==> src/rtl/oms_pkg.sv <==
// Shared helpers for the OMS address mapper: width math, APC coding, zero code.
// Latency: n/a (functions only, elaborated into combinational logic).
// Backpressure: n/a.
package oms_pkg;

  // Ceiling log2, used for elaboration-time width math.
  function automatic int clog2(input int v);
    int r;
    r = 0;
    while ((1 << r) < v) r = r + 1;
    return r;
  endfunction

  // APC coding of a w-bit word (w <= 32). Bits w-2..0 carry x'.
  // Bit w-1 and anything above it pass straight through, and callers drop them.
  // When xm=1, x' is the magnitude field unchanged.
  // When xm=0, every bit above the lowest set bit is flipped, which is the
  // two's-complement negation of the magnitude field.
  function automatic logic [31:0] apc_code(input logic [31:0] x, input int w);
    logic [31:0] r;
    logic        xm;
    logic        seen;
    xm   = x[5'(w - 1)];
    r    = x;
    seen = x[0];
    for (int k = 1; k < 32; k++) begin
      if (k <= w - 2) begin
        r[5'(k)] = x[5'(k)] ^ (~xm & seen);
        seen     = seen | x[5'(k)];
      end
    end
    return r;
  endfunction

  // LUT address reserved for an all-zero input word.
  function automatic int zero_addr(input int w);
    return 1 << (w - 2);
  endfunction

endpackage

==> src/rtl/oms_tz_norm.sv <==
// Trailing-zero count and right-normalise of an N-bit word to its odd part.
// Latency: 0 cycles (single-level combinational, no iterative search).
// Backpressure: none, this block is pure logic.
module oms_tz_norm #(
  parameter int N    = 4,
  parameter int SH_W = 2
) (
  input  logic [N-1:0]    x_i,
  output logic [SH_W-1:0] shift_o,
  output logic [N-1:0]    norm_o,
  output logic            is_zero_o
);

  // Isolate the lowest set bit. This is one-hot, or all zero for x_i == 0.
  logic [N-1:0] low1;
  assign low1 = x_i & (-x_i);

  // One-hot to binary: shift bit b is set when the set position has bit b set.
  for (genvar b = 0; b < SH_W; b++) begin : g_enc
    logic [N-1:0] mask;
    for (genvar i = 0; i < N; i++) begin : g_mask
      assign mask[i] = (((i >> b) & 1) != 0);
    end
    assign shift_o[b] = |(low1 & mask);
  end

  assign norm_o    = x_i >> shift_o;
  assign is_zero_o = ~|x_i;

endmodule

==> src/rtl/oms_addr_map_pipe.sv <==
// Maps a multiplier word to an OMS LUT address, normalising shift, control bit and zero flag.
// Latency: 2 cycles (APC-code register, then normalise register). Full rate when unstalled.
// Backpressure: 2-deep elastic stall pipeline. in_ready drops only when both stages hold data and out_ready is low.
module oms_addr_map_pipe
  import oms_pkg::*;
#(
  parameter int W      = 5,
  parameter int ADDR_W = W - 1,
  parameter int SH_W   = (clog2(W - 1) > 1) ? clog2(W - 1) : 1
) (
  input  logic              clk,
  input  logic              rst_n,
  input  logic              in_valid,
  output logic              in_ready,
  input  logic [W-1:0]      x,
  output logic              out_valid,
  input  logic              out_ready,
  output logic [ADDR_W-1:0] addr,
  output logic [SH_W-1:0]   shift,
  output logic              ctrl,
  output logic              zero
);

  localparam int XW = W - 1;
  localparam logic [ADDR_W-1:0] ZERO_ADDR = ADDR_W'(zero_addr(W));

  // Stage 1: APC-coded word plus the captured control and zero bits.
  logic          s1_valid_q, s1_valid_d;
  logic [XW-1:0] s1_xp_q,    s1_xp_d;
  logic          s1_xm_q,    s1_xm_d;
  logic          s1_xz_q,    s1_xz_d;

  // Output stage.
  logic              out_valid_q, out_valid_d;
  logic [ADDR_W-1:0] addr_q,      addr_d;
  logic [SH_W-1:0]   shift_q,     shift_d;
  logic              ctrl_q,      ctrl_d;
  logic              zero_q,      zero_d;

  logic          s2_adv;
  logic          accept;
  logic          s1_adv;
  logic [SH_W-1:0] tz_shift;
  logic [XW-1:0]   tz_norm;
  logic            tz_zero;

  oms_tz_norm #(
    .N    (XW),
    .SH_W (SH_W)
  ) u_tz_norm (
    .x_i       (s1_xp_q),
    .shift_o   (tz_shift),
    .norm_o    (tz_norm),
    .is_zero_o (tz_zero)
  );

  assign s2_adv   = ~out_valid_q | out_ready;
  assign in_ready = ~s1_valid_q | s2_adv;
  assign accept   = in_valid & in_ready;
  assign s1_adv   = s1_valid_q & s2_adv;

  // Next-state logic: load s1 on accept, and move s1 into the output stage when the output can take it.
  always_comb begin
    s1_valid_d  = s1_valid_q;
    s1_xp_d     = s1_xp_q;
    s1_xm_d     = s1_xm_q;
    s1_xz_d     = s1_xz_q;
    out_valid_d = out_valid_q;
    addr_d      = addr_q;
    shift_d     = shift_q;
    ctrl_d      = ctrl_q;
    zero_d      = zero_q;

    if (accept) begin
      s1_valid_d = 1'b1;
      s1_xp_d    = XW'(apc_code(32'(x), W));
      s1_xm_d    = x[W-1];
      s1_xz_d    = (x == '0);
    end else if (s1_adv) begin
      s1_valid_d = 1'b0;
    end

    if (s1_adv) begin
      out_valid_d = 1'b1;
      ctrl_d      = s1_xm_q;
      if (tz_zero) begin
        shift_d = '0;
        zero_d  = 1'b1;
        addr_d  = s1_xz_q ? ZERO_ADDR : '0;
      end else begin
        shift_d = tz_shift;
        zero_d  = 1'b0;
        addr_d  = ADDR_W'(tz_norm >> 1);
      end
    end else if (out_ready) begin
      out_valid_d = 1'b0;
    end
  end

  // Pipeline registers. Synchronous reset drops any in-flight words.
  always_ff @(posedge clk) begin
    if (!rst_n) begin
      s1_valid_q  <= 1'b0;
      s1_xp_q     <= '0;
      s1_xm_q     <= 1'b0;
      s1_xz_q     <= 1'b0;
      out_valid_q <= 1'b0;
      addr_q      <= '0;
      shift_q     <= '0;
      ctrl_q      <= 1'b0;
      zero_q      <= 1'b0;
    end else begin
      s1_valid_q  <= s1_valid_d;
      s1_xp_q     <= s1_xp_d;
      s1_xm_q     <= s1_xm_d;
      s1_xz_q     <= s1_xz_d;
      out_valid_q <= out_valid_d;
      addr_q      <= addr_d;
      shift_q     <= shift_d;
      ctrl_q      <= ctrl_d;
      zero_q      <= zero_d;
    end
  end

  assign out_valid = out_valid_q;
  assign addr      = addr_q;
  assign shift     = shift_q;
  assign ctrl      = ctrl_q;
  assign zero      = zero_q;

endmodule

==> config.mk <==
export PLATFORM = sky130hd
export DESIGN_NAME = oms_addr_map_pipe
export DESIGN_NICKNAME = d
export VERILOG_FILES = /design/src/rtl/oms_pkg.sv /design/src/rtl/oms_tz_norm.sv /design/src/rtl/oms_addr_map_pipe.sv
export SDC_FILE = /design/constraint.sdc
export NUM_CORES = 1
export LEC_CHECK = 0
export ABC_AREA = 1
export CAP_MARGIN = 10
export CORE_MARGIN = 4
export CORE_UTILIZATION = 40
export CTS_CLUSTER_DIAMETER = 200
export DETAILED_ROUTE_END_ITERATION = 6
export PLACE_DENSITY = 0.65
export SLEW_MARGIN = 20
export SYNTH_ARGS = -nofsm -noshare
export SYNTH_HDL_FRONTEND = slang
export SYNTH_SLANG_ARGS = --single-unit
==> constraint.sdc <==
create_clock -name clk -period 1.4 [get_ports clk]
set_input_delay 0.21 -clock clk [delete_from_list [all_inputs] [get_ports clk]]
set_output_delay 0.21 -clock clk [all_outputs]
set_load 0.03 [all_outputs]
==> impl_metrics.py <==
metrics = {
    "cts": {
        "cts_hold_buf": 0,
        "cts_root_buffer": "clkbuf_4",
        "cts_sinks": 16,
        "clk_latency_ps": 280,
        "clkTransAtPathRegs_ps": 90,
        "cts_max_path_buffers": 2,
        "h-tree-depth": 1,
        "cts_inserted_buffers": 3,
        "cts_tree": "yes",
    },
    "pwr": {
        "p_per_area_mw_per_mm2": 1060,
        "vdd_drop_max_uv": 585,
        "p_leak_nw": 0.428,
    },
    "timing": {
        "min_period_ps": 1330,
        "rsz0062_at_grt": "no",
        "tns_ps": 0,
        "slew_viol_final": 0,
        "worstMarginPinSlew_ps": 301,
        "slew_headroom_pct": 79.9,
        "fmax_mhz": 752,
        "setup_viol": 0,
        "hold_violations": 0,
        "fin_skew_ps": 0.392,
        "fin_crit_sh_pct": 95.0,
    },
    "synthesis": {
        "synth_cell_type_count": 19,
        "synthCells": 100,
        "syn_area_um2": 702,
        "avgSynthCellArea_um2": 7.02,
        "ys_ff_latch": 16,
        "yosys_warnings": 0,
        "seq_area_frac_synth_pct": 45.6,
        "syn_nets": 109,
    },
    "worst_setup_path": {
        "path_max_fanout": 4,
        "arrival_ps": 1120,
        "cp_cell_sequence": "dlygate4sd2_1",
        "reg2reg_depth": 5,
        "r2r_slack_ps": 360,
        "slowest_delay_ps": 420,
        "cp-start-kind": "register",
        "setup.worst_path.class": "register to output pin",
        "r2r_end": "zero$_SDFFE_PN0P_",
        "crit_buf_inv": 1,
        "r2r-start": "out_valid$_SDFFE_PN0P_",
        "cpMaxStageDelayCell": "dlygate4sd2_1",
        "cp.required_ps": 1190,
        "worstSetupEndpointType": "output pin",
        "path_delay_family": "buffers and inverters",
    },
    "global_route": {
        "antenna_found_initial": 0,
        "grt_first_pass_wirelength_um": 2300,
        "grt_overflow": 0,
        "grt_max_degree": 10,
        "grt_pass1_vias": 516,
        "track_usage_pct": 12.1,
    },
    "cells_and_area": {
        "syn2layout_area_growth_pct": 32.1,
        "drive_gt1_share_pct": 12.3,
        "layout_commonest_cell": "nor2_1",
        "final_cell_mix": "nor2_1, nand2_1, dfxtp_1, a21oi_1, dlygate4sd2_1",
        "num-nets-final": 132,
        "seq_area_um2": 320,
        "final_cells": 138,
        "multi_input_area_um2": 339,
        "fillers": 161,
        "diodes": 0,
    },
    "place": {
        "dp_hpwl_um": 1060,
        "placed_cells": 134,
        "io_buffers": 18,
        "gp_congestion": 0.806,
    },
    "run": {
        "max-cap-violations": 0,
    },
    "die": {
        "row_count": 14,
        "die-area_mm2": 0.00249,
        "die_w_um": 49.9,
        "core_area_mm2": 0.00158,
        "die_h_um": 49.9,
        "io_pins": 19,
        "start_util_pct": 44.5,
    },
    "min_path": {
        "hold_class": "register to register",
        "hold_end": "addr[3]$_SDFFE_PN0P_",
        "holdPathStages": 2,
        "hp-start": "addr[3]$_SDFFE_PN0P_",
    },
    "detailed_routing": {
        "finalWirelength_um": 1390,
        "vias_per_cell": 4.93,
        "wl_per_cell_um": 10.1,
        "firstDrtPassIters": 4,
        "ant_nets": 0,
        "vias": 681,
        "dr.first_iter.drc_count": 20,
        "drc": 0,
    },
    "status": {
        "status": "completed",
    },
}
-- flip-flops by register name (all words and copies together), names as in the netlist --
signal / count
addr: 4
ctrl: 1
out_valid: 1
s1_valid_q: 1
s1_xm_q: 1
s1_xp_q: 4
s1_xz_q: 1
shift: 2
zero: 1
-- cell families after synthesis --
group           Yosys count  synth area share, %
flops                    16                 45.6
xor+xnor                  1                 1.25
simple gates             52                 32.3
compound gates           20                 14.8
buf+inv                  11                 6.06
-- cells in the mapped netlist --
| library cell | count | area, um2 |
|---|---|---|
| a21oi_1 | 11 | 55.1 |
| nand3b_1 | 1 | 7.51 |
| dfxtp_1 | 16 | 320 |
| inv_1 | 7 | 26.3 |
| o21ai_1 | 7 | 35.0 |
| inv_2 | 3 | 11.3 |
| or2_1 | 1 | 6.26 |
| nand2_2 | 1 | 6.26 |
| nor2_1 | 23 | 86.3 |
| xnor2_1 | 1 | 8.76 |
| o21ai_0 | 1 | 5.00 |
| nand2_4 | 1 | 11.3 |
| nor3_1 | 1 | 5.00 |
| nor2_2 | 2 | 12.5 |
| nand2_1 | 19 | 71.3 |
| buf_2 | 1 | 5.00 |
| nand3_2 | 1 | 10.0 |
| a21oi_2 | 1 | 8.76 |
| nand3_1 | 2 | 10.0 |
-- where the power goes --
part | internal, W | switching (W)
sequential | 0.000482 | 0.0000199
clock | 0.000158 | 0.000146
combinational | 0.0000723 | 0.000104
total | 0.000712 | 0.000270
-- how the worst max path moves through the flow --
stage	startpoint	to	slack [ps]	depth (start not counted)
6_report	out_valid$_SDFFE_PN0P_	out_valid	70	1
5_1_grt	out_valid$_SDFFE_PN0P_	out_valid	20	1
4_1_cts	out_valid$_SDFFE_PN0P_	out_valid	70	1
3_5_place_dp	out_ready	s1_xp_q[3]$_SDFFE_PN0P_	40	8
3_3_place_gp	out_ready	s1_xp_q[2]$_SDFFE_PN0P_	40	8
2_1_floorplan	out_valid$_SDFFE_PN0P_	s1_xp_q[1]$_SDFFE_PN0P_	50	5
-- repair_timing --
| action | 4_1_cts | 5_1_grt |
|---|---|---|
| setup endpoints to repair | 9 | 0 |
| buffers inserted | 0 | 0 |
| resized for setup | 9 | 0 |
| endpoints found under the hold margin | 0 | 0 |
-- metal layers --
layer | vias to the layer above | global-route usage, % | part of all wire (%) | wire, um
met4 | 0 | 8.29 | 1.6 | 22
met5 | - | 0 | 0 | 0
met3 | 2 | 2.71 | 5.6 | 77
li1 | 364 | - | - | -
met2 | 27 | 17.8 | 43 | 600
met1 | 288 | 15.4 | 50 | 687
-- per-stage QoR --
step                      utilization, %  area (um2)  hold slack [ps]  total power (W)  setup slack [ps]
after detailed placement            57.2         902              460         0.000698              35.6
after global routing                58.8         927              487          0.00104              18.3
final                               58.8         927              471         0.000982              70.4
after global placement              57.2         902              455         0.000698              44.1
after CTS                           58.8         927              473         0.000995              66.1
after floorplan                        -         702              357         0.000626              45.4
-- final cells by class --
class                           instances  area share [%]
Tap cell                               16            2.16
Timing Repair Buffer                   19            18.8
Inverter                               10            4.05
Clock buffer                            4            3.91
Sequential cell                        16            34.5
Multi-Input combinational cell         73            36.6
(Power assumes the default switching activity.)
==> patch (same flow settings) <==
Set the parameter `W` to 4 (it was 5).
--- a/src/rtl/oms_addr_map_pipe.sv
+++ b/src/rtl/oms_addr_map_pipe.sv
@@ -6,3 +6,3 @@
 #(
-  parameter int W      = 5,
+  parameter int W      = 4,
   parameter int ADDR_W = W - 1,
Interface: changed (resized addr and x); port bits go from 19 to 17. The function was not compared with the original's and may differ.
==> patch against the original RTL <==
- utilization increased by 0.90 points
- sequential cell count decreased by 2
- synthesized area decreased by 14%
- combinational power decreased by 20%
- largest power group unchanged
- cell area decreased by 12%
- power decreased by 12%
- wire length decreased by 14%
- clock power decreased by 6%
- setup slack improved by 0.037 ns
==> patch: results (changes against the original RTL) <==
stage,metric,value,unit,change
critical_path,critical path arrival,1.08,ns,-0.04 ns
timing,Slew @ Worst Pin,0.3086,ns,+0.007525 ns
pwr,NetSw,0.0002282,W,-15%
critical_path,worst-path maximum fanout,4,,unchanged
grt,number of global-route vias before repair,487,,-5.6%
critical_path,R2R cell count,6,,+1
critical_path,Critical path origin,out_ready,,
worst_hold_path,hold path endpoint,shift[1]$_SDFFE_PN0P_,,
synthesis,syn_nets,92,,-16%
detailed_routing,First DRT Iteration DRCs,12,,-40%
outcome,outcome,"finished, final reports clean",,
synthesis,distinct cell type count after synthesis,12,,-7
layout,n_diodes,0,,unchanged
place,Placement Cell Area,789.5,um^2,-12%
synthesis,Post-synth top cells,"20 x nor2_1, 14 x dfxtp_1, 14 x nand2_1",,
worst_hold_path,Hold WC Path Type,register to register,,
timing,Fin Hold WS,0.4673,ns,-0.003855 ns
pwr,worst vdd ir,576.4,uV,-1.4%
synthesis,Synth async-reset ratio,0,,unchanged
critical_path,CP max stage cell,clkdlybuf4s50_1,,
critical_path,critical path endpoint,in_ready,,
layout,layout cell share with drive strength beyond 1,0.09524,,-0.02771
critical_path,r2r startpoint,out_valid$_SDFFE_PN0P_,,
critical_path,CP peak stage delay,0.39,ns,-0.03 ns
critical_path,register-to-register setup slack,0.38,ns,+0.02 ns
detailed_routing,DR vias,568,,-17%
detailed_routing,total wire length,1.197,mm,-14%
grt,first-pass GRT wire length,1.932,mm,-16%
pwr,Lkg Pwr,0.3769,nW,-12%
clock_network,clk root buf,clkbuf_4,,
synthesis,ranking of synthesized cells by area,"dfxtp_1 46%, nor2_1 12%, nand2_1 8.7%, o21ai_0 6.6%, inv_1 6.2%",,
pwr,Comb. pwr,0.000140,W,-20%
pwr,Overall Power,0.0008621,W,-12%
pwr,P_clk,0.000287,W,-6%
layout,Final nets,114,,-14%
grt,All-Layer GR Usage,0.1253,,+0.004440
critical_path,r2r endpoint,addr[2]$_SDFFE_PN0P_,,
synthesis,sequential-to-total area share from yosys stat,0.4628,,+0.006482
grt,antenna violations before repair,0,,unchanged
layout,filler cell count,131,,-19%
grt,largest net degree at the start of global routing,10,,unchanged
clock_network,Clock Latency Late Sink,0.28,ns,about the same
timing,Clock Skew,0.004108,ns,+0.003716 ns
worst_hold_path,Min-Delay Startpoint,shift[1]$_SDFFE_PN0P_,,
place,RePlAce Congestion,0.7391,,-8.2%
place,IO buf count,16,,-2
place,post-DP HPWL,921.9,um,-13%
## patch: cell types whose count changed after synthesis, moves of 3 or more
| cell | change |
|---|---|
| o21ai_0 | +7 |
| nand3_1 | +4 |
| o21ai_1 | -7 |
| a21oi_1 | -4 |
| nor2_1 | -3 |
| nand2_1 | -5 |
| inv_1 | +3 |
## patch: cell families after synthesis
kind of cell           after synthesis  share of synthesized area
AND/OR/NAND/NOR                     43                     0.3182
AO/OA/AOI/OAI                       16                     0.1508
flip-flops                          14                     0.4628
buffers and inverters               11                    0.06818
## patch: final cells by class
| class | count | share of cell area |
|---|---|---|
| Clock buffer | 4 | 0.04448 |
| Inverter | 11 | 0.05061 |
| Multi-Input combinational cell | 59 | 0.3482 |
| Sequential cell | 14 | 0.3436 |
| Tap cell | 15 | 0.02301 |
| Timing Repair Buffer | 17 | 0.1902 |
## patch: metrics by stage
| stage | setup WS, ns | utilization | cells |
|---|---|---|---|
| after global routing | 0.03493 | 0.5971 | 120 |
| after floorplan | 0.1332 | - | 84 |
| after global placement | 0.03887 | 0.5778 | 116 |
| final | 0.1069 | 0.5971 | 120 |
| after CTS | 0.1002 | 0.5971 | 120 |
| after detailed placement | 0.03525 | 0.5778 | 116 |
## patch: metal layers
| metal | share of wire | global-route usage |
|---|---|---|
| met1 | 0.49 | 0.1498 |
| met4 | 0.019 | 0.06630 |
| met3 | 0.065 | 0.04598 |
| met2 | 0.43 | 0.1951 |
| met5 | 0 | 0 |
## patch: worst max-delay path, delay by kind of cell
kind                   cells  cell delay, ns
buffers and inverters      3            0.74
AND/OR/NAND/NOR            1            0.12
## patch: repair_timing
action / in CTS / in global routing
setup endpoints to repair: 8 / 0
gates resized for setup: 8 / 0
buffers inserted: 0 / 0
